## config.mk

```make
export PLATFORM = sky130hd
export DESIGN_NAME = key_event_encoder
export DESIGN_NICKNAME = d
export VERILOG_FILES = /design/src/rtl/key_event_encoder_pkg.sv /design/src/rtl/key_event_encoder_sync_fifo.sv /design/src/rtl/key_event_encoder.sv
export SDC_FILE = /design/constraint.sdc
export NUM_CORES = 1
export LEC_CHECK = 0
export ABC_AREA = 1
export CAP_MARGIN = 10
export CORE_MARGIN = 3
export CORE_UTILIZATION = 30
export CTS_BUF_LIST = sky130_fd_sc_hd__clkbuf_16
export CTS_CLUSTER_SIZE = 10
export DETAILED_ROUTE_END_ITERATION = 16
export GPL_ROUTABILITY_DRIVEN = 0
export HOLD_SLACK_MARGIN = 0.06
export SYNTH_ARGS = -nofsm -noshare
export SYNTH_HDL_FRONTEND = slang
export SYNTH_SLANG_ARGS = --single-unit
```

## constraint.sdc

```tcl
create_clock -name clk -period 9.7 [get_ports clk]
set_input_delay 2.91 -clock clk [delete_from_list [all_inputs] [get_ports clk]]
set_output_delay 2.91 -clock clk [all_outputs]
set_load 0.03 [all_outputs]
```

## src/rtl/key_event_encoder_pkg.sv

```systemverilog
// Shared types and constants for the key event encoder: event byte layout, scan FSM states, defaults.
package key_event_encoder_pkg;

  localparam int unsigned NUM_KEYS_DEF   = 40;
  localparam int unsigned DEBOUNCE_DEF   = 3;
  localparam int unsigned FIFO_DEPTH_DEF = 16;
  localparam int unsigned EV_IDX_W       = 7;

  localparam logic EV_PRESS   = 1'b1;
  localparam logic EV_RELEASE = 1'b0;

  typedef struct packed {
    logic                press;
    logic [EV_IDX_W-1:0] idx;
  } key_event_t;

  typedef enum logic {
    ST_IDLE = 1'b0,
    ST_SCAN = 1'b1
  } scan_state_t;

  function automatic key_event_t make_event(input logic press, input logic [EV_IDX_W-1:0] idx);
    key_event_t ev;
    ev.press = press;
    ev.idx   = idx;
    return ev;
  endfunction

endpackage

```

## src/rtl/key_event_encoder_sync_fifo.sv

```systemverilog
// First-word-fall-through single-clock FIFO; simultaneous push/pop honoured when full.
module sync_fifo #(
  parameter int unsigned WIDTH = 8,
  parameter int unsigned DEPTH = 16
) (
  input  logic             clk,
  input  logic             rst_n,
  input  logic             wr_en,
  input  logic [WIDTH-1:0] wr_data,
  output logic             full,
  input  logic             rd_en,
  output logic [WIDTH-1:0] rd_data,
  output logic             empty
);
  localparam int unsigned PTR_W = $clog2(DEPTH);
  localparam int unsigned CNT_W = PTR_W + 1;

  logic [WIDTH-1:0] mem_q [DEPTH];
  logic [PTR_W-1:0] wr_ptr_q;
  logic [PTR_W-1:0] rd_ptr_q;
  logic [CNT_W-1:0] count_q;
  logic             do_wr;
  logic             do_rd;

  assign empty   = (count_q == '0);
  assign full    = (count_q == CNT_W'(DEPTH));
  assign rd_data = mem_q[rd_ptr_q];
  assign do_rd   = rd_en && !empty;
  // A pop in the same cycle frees the slot a full FIFO needs for the push.
  assign do_wr   = wr_en && (!full || do_rd);

  always_ff @(posedge clk or negedge rst_n) begin
    if (!rst_n) begin
      mem_q    <= '{default: '0};
      wr_ptr_q <= '0;
      rd_ptr_q <= '0;
      count_q  <= '0;
    end else begin
      if (do_wr) begin
        mem_q[wr_ptr_q] <= wr_data;
        wr_ptr_q        <= wr_ptr_q + PTR_W'(1);
      end
      if (do_rd) begin
        rd_ptr_q <= rd_ptr_q + PTR_W'(1);
      end
      case ({do_wr, do_rd})
        2'b10:   count_q <= count_q + CNT_W'(1);
        2'b01:   count_q <= count_q - CNT_W'(1);
        default: count_q <= count_q;
      endcase
    end
  end

endmodule

```

## src/rtl/key_event_encoder.sv

```systemverilog
// Per-frame key map scanner: debounces each key and queues press/release event bytes for the UART.
module key_event_encoder
  import key_event_encoder_pkg::*;
#(
  parameter int unsigned NUM_KEYS   = NUM_KEYS_DEF,
  parameter int unsigned DEBOUNCE   = DEBOUNCE_DEF,
  parameter int unsigned FIFO_DEPTH = FIFO_DEPTH_DEF
) (
  input  logic                clk,
  input  logic                rst,
  input  logic [NUM_KEYS-1:0] key_down,
  input  logic                sample,
  output logic [7:0]          tx_data,
  output logic                tx_valid,
  input  logic                tx_ready,
  output logic [NUM_KEYS-1:0] stable_keys,
  output logic                busy,
  output logic                overflow
);
  localparam int unsigned IDX_W  = (NUM_KEYS > 1) ? $clog2(NUM_KEYS) : 1;
  localparam int unsigned CNT_W  = $clog2(DEBOUNCE + 1);
  localparam int unsigned CNT_XW = CNT_W + 1;

  scan_state_t         state_q, state_d;
  logic [IDX_W-1:0]    idx_q, idx_d;
  logic                snap_load;
  logic                eval;
  logic [NUM_KEYS-1:0] snap_q;
  logic [NUM_KEYS-1:0] stable_q;
  logic [CNT_W-1:0]    cnt_q [NUM_KEYS];
  logic                overflow_q;

  logic                key_snap;
  logic                key_stable;
  logic [CNT_W-1:0]    key_cnt;
  logic [CNT_XW-1:0]   cnt_inc;
  logic                flip;
  key_event_t          ev;
  logic                fifo_full;
  logic                fifo_empty;
  logic                fifo_pop;

  always_ff @(posedge clk or negedge rst) begin
    if (!rst) begin
      state_q <= ST_IDLE;
      idx_q   <= '0;
    end else begin
      state_q <= state_d;
      idx_q   <= idx_d;
    end
  end

  // Scan sequencing: a sample seen while scanning is dropped, never restarts the scan.
  always_comb begin
    state_d   = state_q;
    idx_d     = idx_q;
    snap_load = 1'b0;
    eval      = 1'b0;
    case (state_q)
      ST_IDLE: begin
        if (sample) begin
          state_d   = ST_SCAN;
          idx_d     = '0;
          snap_load = 1'b1;
        end
      end
      ST_SCAN: begin
        eval = 1'b1;
        if (idx_q == IDX_W'(NUM_KEYS - 1)) begin
          state_d = ST_IDLE;
          idx_d   = '0;
        end else begin
          idx_d = idx_q + IDX_W'(1);
        end
      end
      default: state_d = ST_IDLE;
    endcase
  end

  assign key_snap   = snap_q[idx_q];
  assign key_stable = stable_q[idx_q];
  assign key_cnt    = cnt_q[idx_q];
  assign cnt_inc    = {1'b0, key_cnt} + CNT_XW'(1);
  assign flip       = eval && (key_snap != key_stable) && (cnt_inc == CNT_XW'(DEBOUNCE));
  assign ev         = make_event(key_snap ? EV_PRESS : EV_RELEASE, EV_IDX_W'(idx_q));
  assign fifo_pop   = tx_valid && tx_ready;

  always_ff @(posedge clk or negedge rst) begin
    if (!rst) begin
      snap_q     <= '0;
      stable_q   <= '0;
      cnt_q      <= '{default: '0};
      overflow_q <= 1'b0;
    end else begin
      if (snap_load) begin
        snap_q <= key_down;
      end
      if (eval) begin
        if (key_snap == key_stable) begin
          cnt_q[idx_q] <= '0;
        end else if (flip) begin
          stable_q[idx_q] <= key_snap;
          cnt_q[idx_q]    <= '0;
        end else begin
          cnt_q[idx_q] <= key_cnt + CNT_W'(1);
        end
      end
      // Debounced state still advances when its event cannot be queued.
      if (flip && fifo_full && !fifo_pop) begin
        overflow_q <= 1'b1;
      end
    end
  end

  sync_fifo #(
    .WIDTH ($bits(key_event_t)),
    .DEPTH (FIFO_DEPTH)
  ) u_fifo (
    .clk     (clk),
    .rst_n   (rst),
    .wr_en   (flip),
    .wr_data (ev),
    .full    (fifo_full),
    .rd_en   (tx_ready),
    .rd_data (tx_data),
    .empty   (fifo_empty)
  );

  assign tx_valid    = !fifo_empty;
  assign stable_keys = stable_q;
  assign busy        = (state_q == ST_SCAN);
  assign overflow    = overflow_q;

endmodule

```

; ---- Word-level counts from Yosys, hierarchy flattened
; Cells that the tools add are included.
[word_totals]
reg_bits = 309
output_inout_bits = 51
elab_cells = 140
[op_classes]
n_addsub = 7
n_lt_le_gt_ge = 7
n_eq_ne = 8
mux = 31
bitwise_logic = 7
reduce_logical = 16
[ops]
columns = op, count
row1 = $mux 80, 2
row2 = $bwmux 128, 1
row3 = $and 80x80->80, 1
row4 = $bwmux 80, 1
row5 = $not 80->80, 1
row6 = $bwmux 40, 1
row7 = $bmux 8 s4, 1
row8 = $demux 8 s4, 1
row9 = $mux 8, 3
row10 = $bmux 1 s6, 2
row11 = $bmux 2 s6, 1
row12 = $demux 2 s6, 1
row13 = $mux 6, 2
row14 = $pmux 6 s2, 1
row15 = $ge 5x5->1 const B, 2
row16 = $not 4->5, 2
row17 = $pmux 5 s2, 1
row18 = $logic_and 1x1->1, 9
row19 = $add 4x1->4 const B, 2
row20 = $mux 1, 8
row21 = $ge 7x7->1 const B, 1
row22 = $lt 6x7->1 const B, 1
row23 = $lt 7x1->1 const B, 1
row24 = $not 6->7, 1
row25 = other kinds (24), 29

; ---- Longest topological paths before layout
; Gate-level depths: netlist of the first run.
[logic_depth]
depth_word = 10
depth_mapped = 28
ltp_nobuf = 25

; ---- Hierarchy
; Synthesis of the first run repeated with hierarchy kept, for this count alone.
[hier_totals]
hier_cells = 2192
area_unflattened_um2 = 16533.4
[modules_own_cells]
columns = mod, instances, cells_per_inst, area_per_inst_um2, seq_area_each_um2
row1 = key_event_encoder, 1, 1109, 8501.9, 4204.0
row2 = sync_fifo, 1, 1083, 8031.5, 3528.4

; ---- Least setup slack after synthesis of the first run
; No wires, ideal clock.
[synth_path]
path_kind = input to register
from = in tx_ready
to = reg u_fifo.count_q[4]
arrival_ns = 5.102
path_slack_ns = 4.519
path_stages = 13
path_cell_list = nand2_1 nand3_1 clkbuf_1 nand2_1 ha_1 xor2_1 ha_1 a21oi_1 or2_2 o21ai_0 a21oi_1 o21ai_0 xor2_1
[synth_between]
elab_chain_cells = 5
elab_cells_between_ends = 7
[synth_lines]
columns = element, line
row1 = start: declaration, key_event_encoder.sv:15  ; input logic tx_ready,
row2 = $logic_and 1x1->1 *, key_event_encoder_sync_fifo.sv:28  ; assign do_rd = rd_en && !empty;
row3 = $logic_or 1x1->1, key_event_encoder_sync_fifo.sv:30  ; assign do_wr = wr_en && (!full || do_rd);
row4 = $logic_and 1x1->1, key_event_encoder_sync_fifo.sv:30
row5 = $eq 2x1->1 / $eq 2x2->1 (equally long branches), key_event_encoder_sync_fifo.sv:46  ; case ({do_wr, do_rd})
row6 = $pmux 5 s2 / $reduce_bool 2->1 (equally long branches), -
row7 = end signal: assignment, key_event_encoder_sync_fifo.sv:47  ; 2'b10: count_q <= count_q + CNT_W'(1);
row8 = end signal: assignment, key_event_encoder_sync_fifo.sv:48  ; 2'b01: count_q <= count_q - CNT_W'(1);
row9 = end signal: assignment, key_event_encoder_sync_fifo.sv:49  ; default: count_q <= count_q;
row10 = end: declaration, key_event_encoder_sync_fifo.sv:21  ; logic [CNT_W-1:0] count_q;
; Mark *: on every way between the ends. The rest lies on a longest branch, timed or not.
; A chain may end at the register's enable or synchronous reset.

; ---- Worst setup path after layout of the first run
[layout_path]
from = reg u_fifo.rd_ptr_q[0]
to = out tx_data[5]
[layout_between]
elab_chain_cells = 4
[layout_lines]
columns = element, line
row1 = start: declaration, key_event_encoder_sync_fifo.sv:20  ; logic [PTR_W-1:0] rd_ptr_q;
row2 = start signal: assignment, key_event_encoder_sync_fifo.sv:44  ; rd_ptr_q <= rd_ptr_q + PTR_W'(1);
row3 = $not 4->5 (not written as such), key_event_encoder_sync_fifo.sv:27  ; assign rd_data = mem_q[rd_ptr_q];
row4 = $bmux 8 s4, key_event_encoder_sync_fifo.sv:27
row5 = $mux 8 (not written as such) (2 in a row), key_event_encoder_sync_fifo.sv:27
row6 = end: declaration, key_event_encoder.sv:13  ; output logic [7:0] tx_data,
; Every way passes these cells. The select of a mux whose other input is x is not followed.

==> metrics, run 1 <==
status completed; area leader, netlist dfrtp_1; simple-gate share of the synthesized area 28.9%; setup bufs post-CTS 0; post-synth cell types 42; Synth top area share 48.7%; setup_tns 0 ns; slew margin rel. about 23%; H-tree depth 2; Finished Cell Area 17500 um2; num rows 81; Finished Layout Cells between 2000 and 3000; Max Cap Viol 0; pre-CTS WS between 3 and 4 ns; register area ~7300 um2; Max Root-Sink Buffers 3; Mapped Avg Cell Area between 7 and 8 um2; CTS Hold Bufs 0; CTS tree done; WHS approximately 0.48 ns; Peak Freq about 160 MHz; Post-synth top flop dfrtp_1; WP data arrival about 3.4 ns; Worst VDD drop between 0.1 and 0.15 mV; Synth Area in Compound Gates between 9 and 10%; largest net degree at the start of global routing 185; Post-Syn Area ~15000 um2; # DRC 0; Initial Util between 30 and 40%; number of top-level pins 95; Final Setup Violations 0; DP HPWL around 30000 um; Tcrit/Tclk final approximately 64%; CTS buffer count 37; Total Die Area between 50000 and 60000 um2; CP Launch Type register; post_cts resized 0; RSZ-0062 raised after global routing false; met2 wire length roughly 22000 um; Synthesis Warnings 0; Routed Antenna Nets 0; CTS root buf clkbuf_16; footprint of the multi-input gates between 6000 and 7000 um2; Die X-Extent 230 um; register bit total from synthesis roughly 300; largest family of logic cells by synthesized area simple AND/OR/NAND/NOR gates; Die Ht between 200 and 250 um; pwr dens 242 nW/um2; detailed-router iteration count before antenna repair 6; worst setup margin between 3 and 4 ns; Max FO, Critical Path 36; Mapped Cells roughly 1900; Hold Path Class reg -> reg; Skew-Pair Late Insertion Delay ~0.54 ns; Sink Count around 290; Placed Cells incl. Taps ~2600; Final Net Count a little under 2000; post-synthesis xor/xnor area fraction less than 1%; DRT iter0 DRCs approximately 1600; minimum clock period roughly 6.3 ns; Syn-to-layout area delta 15.9%; grt ovf 0; met3 WL 3240 um; mux cell area share after synthesis 4.08%; final hold violations 0; Total Wirelength 47700 um; Leak Pwr approximately 8.3 nW; main area contributors after synthesis dfrtp_1 (49%), nand2_1 (15%), nand4_1 (5.2%); Slew @ Worst Pin between 1 and 1.5 ns; Placed Instance Area roughly 16000 um2; GRT Total Usage 17.7%; share of cells above drive strength 1 about 6.5%; Wirelength per Cell ~18 um; Fin Clk Skew about 0.021 ns; core box area between 40000 and 50000 um2; syn nets ~1900; adder-cell area share of the yosys netlist less than 1%; DR top layer met4; number of flops mapped to enable cells by yosys 0; Commonest cells post-synth nand2_1 (615), dfrtp_1 (293), nor2_1 (184); Metal-1 WL ~21000 um; final max-slew violation count 0; first-pass GRT wire length 75900 um; FILL cells 5186; initial antenna violation count 1; Seq/Total Area, Yosys about half; Vias around 14000; DR vias/cell 5.19; Tot Pwr about 4.2 mW; WS Path Type reg -> out; CP Capture Type primary output; Async SR Flop Fraction 100%; cell with the most instances after synthesis nand2_1; IO Port Bufs 93; Worst-path clk slew roughly 0.05 ns; required time of the worst setup path ~6.8 ns; fin util between 30 and 40%; vias in the first global route ~13000
## path summary, 6_finish.rpt
| path | slack (ns) | cells past startpoint | end | start |
|---|---|---|---|---|
| worst max register to register | 4.16 | 21 | u_fifo.count_q[4] | idx_q[0] |
| worst max-delay path | 3.44 | 6 | tx_data[5] | u_fifo.rd_ptr_q[0] |
| max in group asynchronous | 5.73 | 2 | u_fifo.rd_ptr_q[0] | rst |
| worst min register to register | 0.48 | 1 | overflow | overflow |
| min in group asynchronous | 2.44 | 1 | snap_q[37] | rst |
| worst min-delay path | 0.48 | 1 | overflow | overflow |
## state kept, by name, indices dropped and copies added, names as in the netlist
register and flops:
u_fifo.mem_q 112, cnt_q 80, snap_q 40, stable_keys 40, idx_q 6, u_fifo.count_q 5
u_fifo.rd_ptr_q 4, u_fifo.wr_ptr_q 4, busy 1, overflow 1
## metal layers
metal / vias to the layer above / global-route usage (%)
met5: - / 0
met4: 0 / 5.46
met3: 97 / 2.76
met2: 518 / 28.2
met1: 6574 / 24.8
li1: 6320 / -
## cell type report
class / count / area share (%)
inverters: 132 / 2.84
well taps: 664 / 4.76
multi-input cells: 1353 / 38.3
flip-flops and latches: 293 / 42.0
clock inverters: 15 / 0.710
clock buffers: 37 / 5.30
diodes: 1 / 0.0143
repair buffers: 108 / 6.08
## cells in the final DEF (no fill, tap or decap), types with 35 or more instances in the layout
master	synthesis	layout
o21ai_1	90	90
clkbuf_16	0	37
nand2_1	615	613
mux2_2	35	35
nor2_1	184	184
nand3_1	66	65
inv_1	117	124
nand4_1	125	125
dfrtp_1	293	291
clkdlybuf4s50_1	0	92
o21ai_0	86	86
## logic make-up after synthesis
kind of cell,after synthesis
AO/OA/AOI/OAI,257
XOR/XNOR,12
adder cells (fa/ha/maj),10
buffers and inverters,239
flip-flops,293
multiplexers,57
other,1
AND/OR/NAND/NOR,1016
## power breakdown
part / total [mW] / internal, mW / switching (mW)
logic: 1.58 / 0.390 / 1.19
clock network: 1.24 / 0.713 / 0.531
registers: 1.40 / 1.31 / 0.0953
total: 4.23 / 2.41 / 1.82
## worst max-delay path, cell delays in order, from the launching register on
cell             delay [ns]
dfrtp_2                0.35
clkinv_1               0.87
nor2_1                 0.45
o22ai_1                0.14
o221ai_1               0.21
nand2_1                0.14
clkdlybuf4s50_1        0.62
No activity file was read; power rests on OpenSTA's default activity.
==> run 2: changes to the inputs <==
- clock period: 9.7 -> 6.4 ns (I/O delays scaled with it)
==> run 2 against run 1 <==
Compared with the run above:
- sequential power rose by 54%
- critical path depth rose by 11
- register-to-register slack got worse by 3.2 ns
- cell area rose by 0.24%
- hold slack barely moved
- clock skew fell by 0.0070 ns
- critical path type is now reg -> reg
- clock power rose by 52%
- largest cell class unchanged
- non-clock buffer count rose by 9
- via count rose by 0.86%
- setup slack got worse by 2.5 ns
==> metrics, run 2 (synthesized netlist as in run 1, its figures left out) <==
status completed (unchanged); CTS Hold Bufs 0 (unchanged); Reg with most FFs u_fifo.mem_q (unchanged); commonest non-fill, non-tap cell in the layout nand2_1 (unchanged); CP Capture Type register (was primary output); pwr dens 365 nW/um2 (was 242 nW/um2); Tcrit/Tclk final a little over four fifths; WP data arrival 5.86 ns (was 3.35 ns); num rows 81 (unchanged); DRT iter0 DRCs 1533 (was 1599); CTS tree done (unchanged); register area 7330 um2 (unchanged); post_cts resized 0 (unchanged); Hold Path Class reg -> reg (unchanged); first-pass GRT wire length 76600 um (was 75900 um); Max Root-Sink Buffers 3 (unchanged); footprint of the multi-input gates 6680 um2 (unchanged); Die Ht 230 um (unchanged); CTS buffer count 36 (was 37); IO Port Bufs 93 (unchanged); Initial Util 30.6% (unchanged); FILL cells 5187 (was 5186); Final Setup Violations 0 (unchanged); required time of the worst setup path 6.85 ns (was 6.79 ns); largest net degree at the start of global routing 118 (was 185); Total Wirelength 47700 um (about the same); Tot Pwr 6.38 mW (was 4.23 mW); CP Launch Type register (unchanged); Slew @ Worst Pin 1.22 ns (was 1.15 ns); initial antenna violation count 0 (was 1); CTS root buf clkbuf_16 (unchanged); Peak Freq between 150 and 200 MHz; Wirelength per Cell 18.3 um (about the same); core box area 49300 um2 (unchanged); Final Net Count 1987 (was 1979); detailed-router iteration count before antenna repair 5 (was 6); Die X-Extent 230 um (unchanged); minimum clock period 5.41 ns; number of top-level pins 95 (unchanged); Skew-Pair Late Insertion Delay 0.52 ns (was 0.54 ns); vias in the first global route 13300 (was 13200); Max Cap Viol 0 (unchanged); final max-slew violation count 0 (unchanged); biggest regs u_fifo.mem_q x112, cnt_q x80 (unchanged); DP HPWL 30500 um (was 29800 um); Sink Count 293 (unchanged); Max FO, Critical Path 117 (was 36); Vias 13600 (was 13500); Syn-to-layout area delta 16.2% (was 15.9%); RSZ-0062 raised after global routing false (unchanged); Fin Clk Skew 0.0138 ns (was 0.0209 ns); Routed Antenna Nets 0 (unchanged); setup_tns 0 ns (unchanged); WS Path Type reg -> reg (was reg -> out); Total Die Area 52900 um2 (unchanged); grt ovf 0 (unchanged); H-tree depth 2 (unchanged); GRT Total Usage 17.9% (was 17.7%); Worst-path clk slew 0.06 ns (was 0.05 ns); Worst VDD drop 0.413 mV (was 0.129 mV); Leak Pwr 8.39 nW (was 8.34 nW); diode count 0 (was 1); DR vias/cell 5.22 (was 5.19); setup bufs post-CTS 0 (unchanged); commonest cells after routing, fill and taps aside nand2_1 (613), dfrtp_1 (291), nor2_1 (184) (unchanged); slew margin rel. 18.8% (was 22.6%); number of flip-flops under the largest register name 112 (unchanged); # DRC 0 (unchanged); share of cells above drive strength 1 6.68% (was 6.50%); final hold violations 0 (unchanged)
## run 2: cell count changes in the layout (fill, tap and decap cells not counted), sizes merged
| cell | change |
|---|---|
| buf | +9 |
| clkinv | -6 |
| inv | +3 |
| bufinv | +1 |
| diode | -1 |
## run 2: worst max-delay path, stage by stage, from the launching register on
cell     delay, ns
dfrtp_1       0.59
buf_4         0.47
inv_2         0.28
nor2_2        0.33
nand2_1       0.42
inv_2         0.33
a21oi_1       0.16
a31oi_1       0.19
or2_2         0.14
a21oi_1       0.03
nand3_1       0.09
ha_1          0.14
nand2_1       0.14
nor2_4        0.17
buf_4         0.43
buf_4         0.94
nand4_1       0.20
nand2_1       0.12
## run 2: worst paths after layout
kind,start,slack (ns),to,cells past startpoint
worst min-delay path,u_fifo.mem_q[113],0.48,u_fifo.mem_q[113],2
worst min register to register,u_fifo.mem_q[113],0.48,u_fifo.mem_q[113],2
max in group asynchronous,rst,3.73,idx_q[0],2
min in group asynchronous,rst,1.41,u_fifo.mem_q[16],1
worst max register to register,idx_q[1],0.99,u_fifo.mem_q[127],17
worst max-delay path,idx_q[1],0.99,u_fifo.mem_q[127],17
## run 2: stage by stage
stage	std cells	hold WS, ns	instance area (um2)	util (%)	setup WS (ns)
final	2609	0.478	17500	35.5	0.987
after global routing	2609	0.487	17500	35.5	0.599
after CTS	2609	0.478	17500	35.5	1.05
after detailed placement	2559	0.464	16500	33.4	1.07
after global placement	2559	0.459	16500	33.4	1.09
after floorplan	1885	0.444	15100	-	2.21
## run 2: cell type report
class,count,share of cell area (%)
Sequential cell,293,41.9
Multi-Input combinational cell,1353,38.2
Timing Repair Buffer,117,6.45
Clock buffer,37,5.29
Tap cell,664,4.75
Inverter,132,2.83
Clock inverter,13,0.579
## run 2: where the power goes
part | switching (mW) | internal (mW) | leakage, nW
Combinational | 1.76 | 0.604 | 3.89
Sequential | 0.164 | 1.98 | 3.96
Clock | 0.773 | 1.10 | 0.543
## run 2: metal layers
layer	vias to the layer above	routed length (um)	GRT usage (%)
met4	0	1000	4.68
met2	512	22200	28.6
met3	79	3310	2.84
met5	-	0	0
li1	6347	-	-
met1	6687	21200	25.2
